===== src/rtl/m68k_bus_pkg.sv =====
// rtl/m68k_bus_pkg.sv - shared types and address decode for the 68000 bus-cycle controller
package m68k_bus_pkg;

    typedef enum logic [1:0] {
        REG_ROM,
        REG_RAM,
        REG_DEV,
        REG_UNMAPPED
    } region_e;

    typedef enum logic [2:0] {
        ST_IDLE,
        ST_WAIT,
        ST_STEP,
        ST_ACK,
        ST_VPA,
        ST_BERR
    } state_e;

    localparam logic [2:0] FC_IACK = 3'b111;

    // a_hi carries A19..A15; DEV takes priority over the wider UNMAPPED hole.
    function automatic region_e decode_region(input logic [4:0] a_hi);
        if (a_hi[4])
            return REG_RAM;
        else if (a_hi == 5'b01111)
            return REG_DEV;
        else if (a_hi[4:2] == 3'b011)
            return REG_UNMAPPED;
        else
            return REG_ROM;
    endfunction

endpackage


===== src/rtl/m68k_bus_ctrl_btn_debounce.sv =====
// rtl/m68k_bus_ctrl_btn_debounce.sv - step-button synchroniser, slow sampler and rise detector
// Ports:
//   clk_i    in  clock
//   reset_i  in  async active-high reset
//   btn_i    in  raw push button, active-high
//   rise_o   out one-clock pulse on each debounced press
module btn_debounce #(
    parameter int DEB_BITS = 15
) (
    input  logic clk_i,
    input  logic reset_i,
    input  logic btn_i,
    output logic rise_o
);

    logic [DEB_BITS-1:0] div_q;
    logic                btn_s1_q, btn_s2_q;
    logic                samp0_q, samp1_q;
    logic                level_q;
    logic                rise_q;
    logic                tick;
    logic                agree;

    assign tick  = &div_q;
    // The level only moves once two consecutive slow samples agree.
    assign agree = (samp0_q == samp1_q);

    always_ff @(posedge clk_i or posedge reset_i) begin
        if (reset_i) begin
            div_q    <= '0;
            btn_s1_q <= 1'b0;
            btn_s2_q <= 1'b0;
            samp0_q  <= 1'b0;
            samp1_q  <= 1'b0;
            level_q  <= 1'b0;
            rise_q   <= 1'b0;
        end else begin
            div_q    <= div_q + {{(DEB_BITS-1){1'b0}}, 1'b1};
            btn_s1_q <= btn_i;
            btn_s2_q <= btn_s1_q;
            if (tick) begin
                samp0_q <= btn_s2_q;
                samp1_q <= samp0_q;
            end
            if (agree)
                level_q <= samp0_q;
            rise_q <= agree & samp0_q & ~level_q;
        end
    end

    assign rise_o = rise_q;

endmodule


===== src/rtl/m68k_bus_ctrl.sv =====
// rtl/m68k_bus_ctrl.sv - 68000 bus-cycle controller: decode, wait states, VPA/BERR, single-step
// Ports:
//   clk_i, reset_i             clock, async active-high reset
//   addr_i[7:0]                A19..A12
//   as_n_i, ds_n_i             address/data strobes, active-low, asynchronous
//   rw_i, fc_i[2:0]            read/write, function code
//   step_mode_i, step_btn_i    single-step enable, raw step button
//   dtack_n_o, vpa_n_o, berr_n_o   registered cycle terminations, active-low
//   ceram_n_o, cerom_n_o, dev_sel_o  combinational chip selects
//   busy_o                     controller not idle
module m68k_bus_ctrl
    import m68k_bus_pkg::*;
#(
    parameter int ROM_WS   = 2,
    parameter int RAM_WS   = 0,
    parameter int DEV_WS   = 3,
    parameter int TIMEOUT  = 64,
    parameter int DEB_BITS = 15
) (
    input  logic       clk_i,
    input  logic       reset_i,
    input  logic [7:0] addr_i,
    input  logic       as_n_i,
    input  logic       ds_n_i,
    input  logic       rw_i,
    input  logic [2:0] fc_i,
    input  logic       step_mode_i,
    input  logic       step_btn_i,
    output logic       dtack_n_o,
    output logic       vpa_n_o,
    output logic       berr_n_o,
    output logic       ceram_n_o,
    output logic       cerom_n_o,
    output logic       dev_sel_o,
    output logic       busy_o
);

    localparam logic [15:0] TO_LAST = 16'(TIMEOUT - 1);

    state_e      state_q, state_d;
    logic [15:0] ws_q, ws_d;
    logic [15:0] to_q, to_d;
    logic        step_lat_q, step_lat_d;
    logic        as_s1_q, as_s2_q, as_prev_q;
    logic        dtack_n_q, vpa_n_q, berr_n_q, busy_q;
    logic        step_pulse;
    logic        iack;
    logic        as_fall;
    region_e     region;
    logic [15:0] ws_sel;

    // Data strobe, direction and A14..A12 play no part in cycle termination.
    logic unused_inputs;
    assign unused_inputs = ^{ds_n_i, rw_i, addr_i[2:0]};

    btn_debounce #(.DEB_BITS(DEB_BITS)) u_btn (
        .clk_i  (clk_i),
        .reset_i(reset_i),
        .btn_i  (step_btn_i),
        .rise_o (step_pulse)
    );

    assign iack    = (fc_i == FC_IACK);
    assign region  = decode_region(addr_i[7:3]);
    assign as_fall = as_prev_q & ~as_s2_q;

    always_comb begin
        ws_sel = 16'd0;
        case (region)
            REG_ROM: ws_sel = 16'(ROM_WS);
            REG_RAM: ws_sel = 16'(RAM_WS);
            REG_DEV: ws_sel = 16'(DEV_WS);
            default: ws_sel = 16'd0;
        endcase
    end

    // Chip selects follow the raw strobe so memory sees the cycle as early as possible.
    assign ceram_n_o = ~(~as_n_i & addr_i[7] & ~iack);
    assign cerom_n_o = ~((region == REG_ROM) & ~as_n_i & ~iack);
    assign dev_sel_o = (region == REG_DEV) & ~as_n_i & ~iack;

    always_comb begin
        state_d    = state_q;
        ws_d       = ws_q;
        to_d       = to_q;
        step_lat_d = step_lat_q;
        case (state_q)
            ST_IDLE: begin
                step_lat_d = step_mode_i;
                if (as_fall) begin
                    if (iack)
                        state_d = ST_VPA;
                    else if (region == REG_UNMAPPED)
                        state_d = ST_BERR;
                    else if (ws_sel == 16'd0)
                        // Zero wait states skip WAIT so DTACK lands one clock after sync.
                        state_d = step_mode_i ? ST_STEP : ST_ACK;
                    else begin
                        state_d = ST_WAIT;
                        ws_d    = ws_sel - 16'd1;
                        to_d    = 16'd0;
                    end
                end
            end
            ST_WAIT: begin
                if (as_s2_q)
                    state_d = ST_IDLE;
                else if (to_q == TO_LAST)
                    state_d = ST_BERR;
                else if (ws_q == 16'd0)
                    state_d = step_lat_q ? ST_STEP : ST_ACK;
                else begin
                    ws_d = ws_q - 16'd1;
                    to_d = to_q + 16'd1;
                end
            end
            ST_STEP: begin
                if (as_s2_q)
                    state_d = ST_IDLE;
                else if (step_pulse)
                    state_d = ST_ACK;
            end
            ST_ACK, ST_VPA, ST_BERR: begin
                if (as_s2_q)
                    state_d = ST_IDLE;
            end
            default: state_d = ST_IDLE;
        endcase
    end

    always_ff @(posedge clk_i or posedge reset_i) begin
        if (reset_i) begin
            state_q    <= ST_IDLE;
            ws_q       <= 16'd0;
            to_q       <= 16'd0;
            step_lat_q <= 1'b0;
            as_s1_q    <= 1'b1;
            as_s2_q    <= 1'b1;
            as_prev_q  <= 1'b1;
            dtack_n_q  <= 1'b1;
            vpa_n_q    <= 1'b1;
            berr_n_q   <= 1'b1;
            busy_q     <= 1'b0;
        end else begin
            state_q    <= state_d;
            ws_q       <= ws_d;
            to_q       <= to_d;
            step_lat_q <= step_lat_d;
            as_s1_q    <= as_n_i;
            as_s2_q    <= as_s1_q;
            as_prev_q  <= as_s2_q;
            dtack_n_q  <= (state_d != ST_ACK);
            vpa_n_q    <= (state_d != ST_VPA);
            berr_n_q   <= (state_d != ST_BERR);
            busy_q     <= (state_d != ST_IDLE);
        end
    end

    assign dtack_n_o = dtack_n_q;
    assign vpa_n_o   = vpa_n_q;
    assign berr_n_o  = berr_n_q;
    assign busy_o    = busy_q;

endmodule

===== config.mk =====
export PLATFORM = sky130hd
export DESIGN_NAME = m68k_bus_ctrl
export DESIGN_NICKNAME = d
export VERILOG_FILES = /design/src/rtl/m68k_bus_pkg.sv /design/src/rtl/m68k_bus_ctrl_btn_debounce.sv /design/src/rtl/m68k_bus_ctrl.sv
export SDC_FILE = /design/constraint.sdc
export NUM_CORES = 1
export LEC_CHECK = 0
export CAP_MARGIN = 10
export CORE_MARGIN = 3
export CORE_UTILIZATION = 58
export CTS_BUF_LIST = sky130_fd_sc_hd__clkbuf_16
export CTS_CLUSTER_DIAMETER = 50
export DETAILED_ROUTE_END_ITERATION = 8
export GPL_TIMING_DRIVEN = 0
export PLACE_DENSITY = 0.78
export SLEW_MARGIN = 10
export SYNTH_ARGS = -nofsm -noshare
export SYNTH_HDL_FRONTEND = slang
export SYNTH_SLANG_ARGS = --single-unit

===== constraint.sdc =====
create_clock -name clk_i -period 2.4 [get_ports clk_i]
set_input_delay 0.24 -clock clk_i [delete_from_list [all_inputs] [get_ports clk_i]]
set_output_delay 0.24 -clock clk_i [all_outputs]
set_load 0.005 [all_outputs]

# Yosys cells after proc, flatten, opt, wreduce, memory -nomap -nowiden

Index checks and enable logic that the tools add are counted.

Input bits: 18
Output and inout port bits: 7
Register bits after elaboration: 64
Logic and storage cells: 101

Bitwise logic cells: 15
Reductions and logical operators: 9
Add/sub/neg operators: 4
Eq/ne operators: 22
Mux-type cells: 33

Operators by type and width:

| operator                                                                | count |
|---|---|
| 16-bit 2-to-1 mux                                                       | 14 |
| 16-bit one-hot mux with 2 select lines                                  | 2 |
| 16-bit zero test                                                        | 2 |
| 16-bit by 1-bit subtractor with 16-bit output, second input constant    | 2 |
| 3-bit 2-to-1 mux                                                        | 9 |
| 16-bit by 1-bit adder with 16-bit output, second input constant         | 1 |
| 16-bit by 6-bit == test with 1-bit output, second input constant        | 1 |
| 15-bit by 1-bit adder with 15-bit output, second input constant         | 1 |
| 15-bit AND reduction                                                    | 1 |
| 2-bit inequality test, second input constant                            | 7 |
| 3-bit one-hot mux with 4 select lines                                   | 1 |
| 1-bit bitwise AND                                                       | 9 |
| 3-bit by 2-bit == test with 1-bit output, second input constant         | 3 |
| 3-bit == test, second input constant                                    | 3 |
| 2-bit 2-to-1 mux                                                        | 4 |
| 8-bit AND reduction                                                     | 1 |
| 3-bit inequality test, second input constant                            | 2 |
| 1-bit NOT                                                               | 6 |
| 5-bit by 4-bit == test with 1-bit output, second input constant         | 1 |
| 2-bit == test, second input constant                                    | 2 |
| 2-bit one-hot mux with 2 select lines                                   | 1 |
| 3-bit by 1-bit == test with 1-bit output, second input constant         | 1 |
| 3-bit zero test                                                         | 1 |
| 3-bit by 2-bit inequality test with 1-bit output, second input constant | 1 |
| other kinds (6)                                                         | 7 |

# Depth between registers and ports, before layout

Gate-level depths: netlist of the first run.

Depth in word-level cells: 13
Depth in mapped cells: 9
Mapped depth without buffers: 7

# Modules after synthesis

Synthesis of the first run repeated with hierarchy kept, for this count alone.

Cell total of the unflattened synthesis: 303
Area total of the unflattened synthesis: 3145.5 um2

Modules (own cells, without submodules):

| module        | cells each | area an instance (um2) | sequential area each (um2) | times used |
|---|---|---|---|---|
| m68k_bus_ctrl | 238        | 2287.2                 | 1083.5                     | 1 |
| btn_debounce  | 65         | 858.3                  | 525.5                      | 1 |

# Least setup slack after synthesis of the first run

Ideal clock, no wire load.

Path type: reg2reg
Start: reg ws_q[7]
End: reg ws_q[0]
Setup slack: 0.229 ns
Stages on the path, launching flop included: 8
Path buffers: 2
Library setup time: 0.125 ns
Required time: 2.275 ns
Arrival time: 2.046 ns
Period minus slack after synthesis: 2.171 ns
Cell sequence: dfrtp_1 > or4_4 > nor4b_4 > a211o_1 > buf_6 > buf_6 > nand2_2 > mux2_4

Cells in the longest elaborated chain, start to end: 3

RTL lines:

| item                                   | line                 | RTL |
|---|---|---|
| start: declaration                     | m68k_bus_ctrl.sv:41  | `logic [15:0] ws_q, ws_d;` |
| start signal: assignment               | m68k_bus_ctrl.sv:146 | `ws_q <= ws_d;` |
| 16-bit zero test                       | m68k_bus_ctrl.sv:110 | `else if (ws_q == 16'd0)` |
| 2-bit inequality test (no source line) | --                   |  |
| 8-bit AND reduction (no source line)   | --                   |  |

Every way passes these cells.
A chain may end at the register's enable or synchronous reset.

# Worst setup path after layout of the first run

Start: reg ws_q[8]
End: reg ws_q[0]

Same word-level chain as after synthesis.

==> impl_summary.md, run 1 <==
STA
Derived from the worst setup path, the maximum achievable clock frequency is roughly 0.42 GHz. The fraction of the cycle the final worst path needs is a little over nine tenths. Setup repair after global routing could not meet its margin everywhere. The maximum clock skew at final layout is just over 0.007 ns. The final hold violation count is 0. The post-route worst setup slack is approximately 0.040 ns. After routing, the total negative slack on setup checks comes to 0 ns. The shortest clock period the worst path allows after layout is between 2 and 2.5 ns.

The count of endpoints failing setup in the final report is 0. At the pin with the least slew margin, the transition time is about 0.77 ns. The worst pin sits at a relative slew slack of a little under 50%.

The final count of pins violating max slew is 0. Hold is met by between 0.3 and 0.4 ns.

Place
Before CTS, the worst setup slack after placement is -0.0489 ns. Port buffering added 19 buffers. In this run the cell area measured after placement is 0.00349 mm^2.

The placer's final routability congestion estimate is 0.850. The HPWL after detailed placement is about 4.5 mm.

Drt
After detailed routing, the number of remaining DRC violations is 0. The initial DRC count is 151. After detailed routing, the average wire length per cell comes to around 17 um.

The via count normalized by instance count is roughly 6. The detailed router placed between 2000 and 3000 vias in this run. The total wire length after detailed routing is between 7 and 8 mm. The number of iterations in the first detailed-routing pass is 7.

Once detail routing completed, the nets flagged for antenna violations numbered 0.

Synth
For this run, asynchronously set or reset flops after synthesis account for 100%. The synthesized design contains 0 enable-type register cells. The mux cell area share after synthesis is a little over 4%. The area fraction in and, or, nand and nor cells after synthesis is between 20% and 30%. The post-synthesis sequential area ratio is 50.2%.

The area fraction of the dominant cell type after synthesis is between 40% and 50%. The synthesized netlist devotes between 1.5 and 2% of its cell area to adder and majority cells. The synthesized netlist devotes 12.8% of its cell area to compound gates. After synthesis, the cell types taking the most area are dfrtp_1 45%, dfstp_2 4.9%, nand2_1 3.5%. After synthesis, the largest family of logic cells by area is simple AND/OR/NAND/NOR gates. The net count of the mapped netlist is roughly 330. The mean instance size in the synthesized netlist is between 10 and 15 um^2.

Summing every instance area after synthesis gives 0.00321 mm^2. The Yosys step of the flow raised 0 warnings. The cell type with the largest total area after synthesis is dfrtp_1. The flop and latch count out of synthesis is between 60 and 70. The synthesized netlist contains 60 unique library cells. The post-synthesis instance total is 305.

In the synthesized netlist the dominant register cell turns out to be dfrtp_1. Of the total synthesized cell area, the portion taken by XOR and XNOR cells is approximately 3.8%.

Clock network
The later pin in the worst-skew pair is clocked with a latency of roughly 0.33 ns. The cell sitting at the root of the clock tree is a clkbuf_16. The number of clock buffers added by TritonCTS is 9. The maximum clock path buffer count is 2. TritonCTS built the clock tree. The clock sink count is 64. In this run the number of H-tree levels came out at 3. The clock slew seen by the registers of the worst setup and hold paths is ~0.05 ns.

Die
The die extent in y is around 80 um. The core region area is approximately 0.0052 mm^2. The die covers 0.00645 mm^2. The count of boundary I/O pins is 25. Row generation in the floorplan step produced 26 rows. The effective utilization at floorplan is 61.2%. In this run the horizontal extent of the chip is between 80 and 90 um.

Global route
The via count of the first global-routing pass is between 2000 and 2500. Entering global routing, the biggest net connects between 60 and 70 pins. Global routing used 23.9% of the available tracks across all layers.

The global-route wire length before repair is roughly 12 mm. The initial antenna violation count came to 0. For this run the aggregate overflow at the end of global routing stands at 0.

Status
The flow ran to the end, and the final reports show no timing, DRC or antenna violations.

Worst hold path
The path class of the lowest-slack min-delay path is input port to flop.

Worst setup path
In this run the worst path has a maximum fanout of 11. The largest individual stage delay along the critical path comes from the cell or4_4. For the worst setup path, the data arrival time is 2.57 ns. The worst setup path is of the flop to flop kind. STA puts the critical path data required time at 2.61 ns. The worst setup path is captured at a flop. The peak per-stage delay on the critical path is about 0.57 ns. The nature of the critical path startpoint is a flop. Walking the worst path, the cells encountered are or4_4, nor4b_4, a211o_1, buf_6, buf_12, nand2_4, mux2_4.

Finish
The area growth from synthesis to layout is 22.3%. In the final layout, the share of cells above drive strength 1 is 14.2%. The most frequent standard cell in the layout excluding fill and tap cells is dfrtp_1. In the final design database the tool counted roughly 360 nets. The number of diodes is 0.

The finished layout cell area is 0.00392 mm^2. In the layout the commonest cells are 57 x dfrtp_1, 30 x nand2_1, 19 x clkdlybuf4s50_1. The filler cell count is 356.

Power
The power density normalized to cell area is 936 mW/mm^2. The static leakage is roughly 1.7 nW. After layout, the design draws a total of between 3 and 4 mW. The peak supply drop is roughly 0.00062 V.

Flow run
Across the run, the number of max-cap violations was 0.
## logic make-up (layout without fill, tap and decap cells)
| logic type | Yosys count | in the layout |
|---|---|---|
| flip-flops | 64 | 64 |
| buffers and inverters | 15 | 56 |
| adder cells (fa/ha/maj) | 4 | 4 |
| AO/OA/AOI/OAI | 59 | 59 |
| multiplexers | 12 | 12 |
| AND/OR/NAND/NOR | 137 | 137 |
| XOR/XNOR | 14 | 14 |
## stage by stage
stage / util [%] / cells
after CTS: 73.2 / 411
after detailed placement: 66.6 / 394
after global placement: 66.5 / 394
after global routing: 74.9 / 416
after floorplan: - / 305
final: 74.9 / 416
## flip-flops by register name (all words and copies together), names as in the netlist, 3 cells and up
name         count
state_q          3
to_q            16
u_btn.div_q     15
ws_q            16
## layer usage
| layer | GRT usage, % | wire [um] | part of all wire (%) | vias to the layer above |
|---|---|---|---|---|
| li1 | - | - | - | 1220 |
| met1 | 31.6 | 3260 | 45 | 1253 |
| met2 | 36.5 | 3340 | 46 | 82 |
| met3 | 6.95 | 447 | 6.2 | 17 |
| met4 | 10.3 | 148 | 2.1 | 0 |
| met5 | 0 | 0 | 0 | - |
## cell type report
cell class,count,area [um^2],share of cell area (%)
clock inverters,7,110,2.81
flip-flops and latches,64,1610,41.1
well taps,70,87.6,2.23
clock buffers,9,225,5.74
repair buffers,25,253,6.45
inverters,4,17.5,0.447
plain buffers,11,82.6,2.11
multi-input cells,226,1540,39.2
## worst paths after layout
path,startpoint,to,depth (start not counted),slack (ns)
worst max-delay path,ws_q[8]$_DFFE_PP0P_,ws_q[0]$_DFFE_PP0P_,7,0.04
worst min-delay path,step_btn_i,u_btn.btn_s1_q$_DFF_PP0_,1,0.34
worst max register to register,ws_q[8]$_DFFE_PP0P_,ws_q[0]$_DFFE_PP0P_,7,0.04
worst min register to register,u_btn.btn_s1_q$_DFF_PP0_,u_btn.btn_s2_q$_DFF_PP0_,0,0.35
max in group asynchronous,reset_i,to_q[0]$_DFFE_PP0P_,2,1.44
min in group asynchronous,reset_i,busy_o$_DFF_PP0_,2,0.40
## what timing repair did
item                       4_1_cts  5_1_grt
setup buffers                    1        4
gates resized for setup          1       12
hold buffers                     0        0
setup endpoints to repair       10       27
pin swaps                        4        5
gates cloned                     0        1
## cells in the mapped netlist (3+ instances only)
cell and n:
or3_1 10, nor3b_1 3, dfstp_2 6, xor2_1 4, mux2_2 4, nand4_1 11
nand2_1 30, nor4_1 5, nor2_1 12, nand2b_1 3, ha_1 4, and3_1 11
o21ai_1 4, o31ai_1 5, buf_6 3, xnor2_1 10, and2_1 5, inv_1 4
o21ai_0 6, a21oi_1 17, nand3_1 17, dfrtp_1 58, mux2i_1 7, or4_1 7
nor3_1 6, clkbuf_1 6, and4_1 3, nor4b_1 3
## worst max-delay path, delay by kind of cell, from the launching register on
kind	cells	cell delay [ns]
mux	1	0.30
simple gates	3	1.03
flops	1	0.37
compound gates	1	0.24
buf+inv	2	0.29
## power breakdown
| group | internal [mW] | switching, mW | leakage, nW | total, mW |
|---|---|---|---|---|
| clock network | 1.00 | 0.474 | 0.162 | 1.48 |
| logic | 0.381 | 0.369 | 0.735 | 0.750 |
| registers | 1.25 | 0.193 | 0.825 | 1.44 |
(Power assumes the default switching activity.)
==> inputs of run 2 (changes only) <==
--- a/config.mk
+++ b/config.mk
@@ -17,3 +17,4 @@
 export SYNTH_ARGS = -nofsm -noshare
 export SYNTH_HDL_FRONTEND = slang
 export SYNTH_SLANG_ARGS = --single-unit
+export TNS_END_PERCENT = 1
==> impl_summary.md, run 2 (synthesis results as in run 1) <==
STA
The shortest clock period the worst path allows after layout is 2.35 ns (-0.00585 ns). The fraction of the cycle the final worst path needs was 98.1% (-0.24 points). The worst-margin pin slew is 0.779 ns (+0.00960 ns). The normalized max-slew margin is 48.1% (-0.64 points).

The final hold violation count came to 0 (unchanged). Setup repair after global routing could not meet its margin everywhere. The maximum clock frequency came to 0.425 GHz (+0.25%).

The final count of pins violating max slew is 0 (unchanged). The maximum clock skew at final layout is 0.00468 ns (-0.00252 ns). The count of endpoints failing setup in the final report is 0 (unchanged).

Power
The combinational power share is 19.9% (-0.5 points). The power density normalized to cell area came to 937 mW/mm^2 (about the same). The share of total power in sequential cells came to 39.7% (+0.4 points). The clock share of power is 40.4% (about the same). The static leakage is 1.70 nW (-1.3%). The peak supply drop is 0.000602 V (-2.4%).

The proportion of total power due to net switching came to 28.3% (+0.032 points). The power dissipated by switching net loads is 1.03 mW (-0.63%). The cell-internal power was 2.61 mW (-0.78%).

Clock network
The number of clock buffers inserted by TritonCTS is 9 (unchanged). The maximum clock path buffer count came to 2 (unchanged). The cell chosen for the clock root is clkbuf_16. The clock sink count is 64 (unchanged). The clock slew seen by the registers of the worst setup and hold paths is 0.05 ns (about the same). The clock insertion delay at the later pin of the skew report is 0.33 ns (about the same). TritonCTS built the clock tree. The number of hold-repair buffers added at the cts stage is 0 (unchanged). The H-tree level count is 3 (unchanged).

Worst hold path
The cell depth of the worst min-delay path is 1 (unchanged). The worst min-delay path endpoint is u_btn.btn_s1_q$_DFF_PP0_. The path class of the tightest hold or removal check is input port to flop. In this run the most critical hold path is launched from step_btn_i.

Drt
The via count came to 2558 (-0.54%). The total wire length after detailed routing is 7.18 mm (-0.21%). The via count normalized by instance count is 6.18 (about the same). The initial DRC count is 191 (+26%). The post-detailed-route wirelength per cell is 17.3 um (+0.27%). The DRC violation count after routing came to 0 (unchanged). The remaining antenna violation count is 0 (unchanged).

The number of iterations in the first detailed-routing pass is 7 (unchanged).

Place
The instance count after placement with tap cells included is 394 (unchanged). The sum of net half-perimeters after detailed placement is 4.54 mm (unchanged). The placer's final routability congestion estimate is 0.850 (unchanged). The instance area after placement is 0.00349 mm^2 (unchanged).

The total of buffers placed on input and output ports came to 19 (unchanged).

Worst setup path
The setup slack on the worst flop-to-flop path was 0.05 ns (about the same). The nature of the critical path startpoint is a flop. The type of destination of the critical path is a flop. The worst setup path is of the flop to flop kind. The largest fanout on the critical path is 10 (-1). The count of cells along the worst register-to-register path is 7 (unchanged). The data required time of the worst path came to 2.61 ns (about the same). The endpoint of the most critical register-to-register path is ws_q[0]$_DFFE_PP0P_.

The data arrival time of the worst path came to 2.57 ns (about the same). The worst register-to-register path begins at ws_q[8]$_DFFE_PP0P_.

Finish
The net count reported at finish was 361 (-0.55%). The final cell count without fillers is 414 (-0.48%). In the final layout, the registers with the most flip-flops are to_q: 16 flops, ws_q: 16 flops, u_btn.div_q: 15 flops. Leaving out fill and tap cells, the most frequent cell in the layout is dfrtp_1.

In the layout the commonest cells are 57 x dfrtp_1, 30 x nand2_1, 19 x clkdlybuf4s50_1. The fraction of layout cells with a size suffix above 1 was 14.2% (+0.082 points). The finished layout cell area is 0.00389 mm^2 (-0.83%). The area growth from synthesis to layout is 21.3%.

The number of diodes is 0 (unchanged).

Die
The horizontal extent of the die was 80.3 um (unchanged). The effective utilization at floorplan was 61.2% (unchanged). The die outline area was 0.00645 mm^2 (unchanged). The core region area is 0.00524 mm^2 (unchanged). The cell row count came to 26 (unchanged). The count of boundary I/O pins is 25 (unchanged). The die extent in y came to 80.3 um (unchanged).

Global route
The total congestion overflow came to 0 (unchanged). The global-route wire length before repair was 11.7 mm (unchanged). The via count of the first global-routing pass came to 2440 (unchanged). The largest net degree at the start of global routing is 65 (unchanged). The initial antenna violation count came to 0 (unchanged).

The total global-route track usage is 23.9% (unchanged).

Status
The flow ran to the end, and the final reports show no timing, DRC or antenna violations.

Flow run
The reported max-cap violation count was 0 (unchanged).
-- run 2: cell types whose count changed in the layout (fill, tap and decap cells not counted) --
cell       before  now
buf_8           1    2
buf_4           5    4
buf_2           1    2
clkbuf_4        1    0
clkbuf_16      10    9
o21ai_1         4    2
o21ai_2         0    2
buf_12          1    0
-- run 2: power groups by stage --
stage          clock (mW)  sequential (mW)  combinational [mW]
2_1_floorplan           0             1.40               0.507
3_5_place_dp            0             1.45               0.655
3_3_place_gp            0             1.44               0.633
6_report             1.47             1.45               0.727
4_1_cts              1.49             1.43               0.667
5_1_grt              1.53             1.47               0.797
-- run 2: per-layer routing --
metal,up-vias,track usage (%),wire [um]
met3,14,6.95,445
met5,-,0,0
met4,0,10.3,106
met2,90,36.5,3360
met1,1243,31.6,3260
li1,1211,-,-
-- run 2: what timing repair did --
action / 4_1_cts / 5_1_grt
buffers inserted: 1 / 3
pin swaps: 4 / 5
resized for setup: 1 / 12
setup endpoints to repair: 10 / 27
-- run 2: how the worst max path moves through the flow --
stage	from	endpoint	slack [ns]	cells after the start
6_report	ws_q[8]$_DFFE_PP0P_	ws_q[0]$_DFFE_PP0P_	0.05	7
5_1_grt	state_q[1]$_DFF_PP0_	ws_q[13]$_DFFE_PP0P_	-0.04	6
4_1_cts	to_q[0]$_DFFE_PP0P_	ws_q[12]$_DFFE_PP0P_	-0.01	8
3_5_place_dp	ws_q[7]$_DFFE_PP0P_	ws_q[0]$_DFFE_PP0P_	-0.05	7
3_3_place_gp	reset_i	to_q[4]$_DFFE_PP0P_	-0.47	2
2_1_floorplan	ws_q[7]$_DFFE_PP0P_	ws_q[0]$_DFFE_PP0P_	0.23	7
-- run 2: per-stage QoR --
step	power, mW	setup TNS (ns)	hold WS [ns]	worst slack (ns)	utilization (%)
after floorplan	1.91	0	0.244	0.229	-
after global placement	2.07	-27.22	0.334	-0.471	66.5
after detailed placement	2.10	-0.0666	0.338	-0.0489	66.6
after CTS	3.58	-0.0135	0.345	-0.0135	73.2
after global routing	3.80	-0.164	0.354	-0.0405	74.2
final	3.64	0	0.347	0.0456	74.2
-- run 2: area by class of cell --
| type | instances | area, um^2 |
|---|---|---|
| flip-flops and latches | 64 | 1610 |
| multi-input cells | 226 | 1540 |
| fillers | 366 | 1350 |
| clock buffers | 9 | 225 |
| repair buffers | 23 | 220 |
| clock inverters | 7 | 110 |
| well taps | 70 | 87.6 |
| plain buffers | 11 | 75.1 |
| inverters | 4 | 17.5 |
-- run 2: worst max-delay path, cell delays in order (launching register included) --
cell and delay [ns]:
dfrtp_1 0.38, or4_4 0.57, nor4b_4 0.40, a211o_1 0.24, buf_6 0.14, buf_8 0.15
nand2_4 0.06, mux2_4 0.30
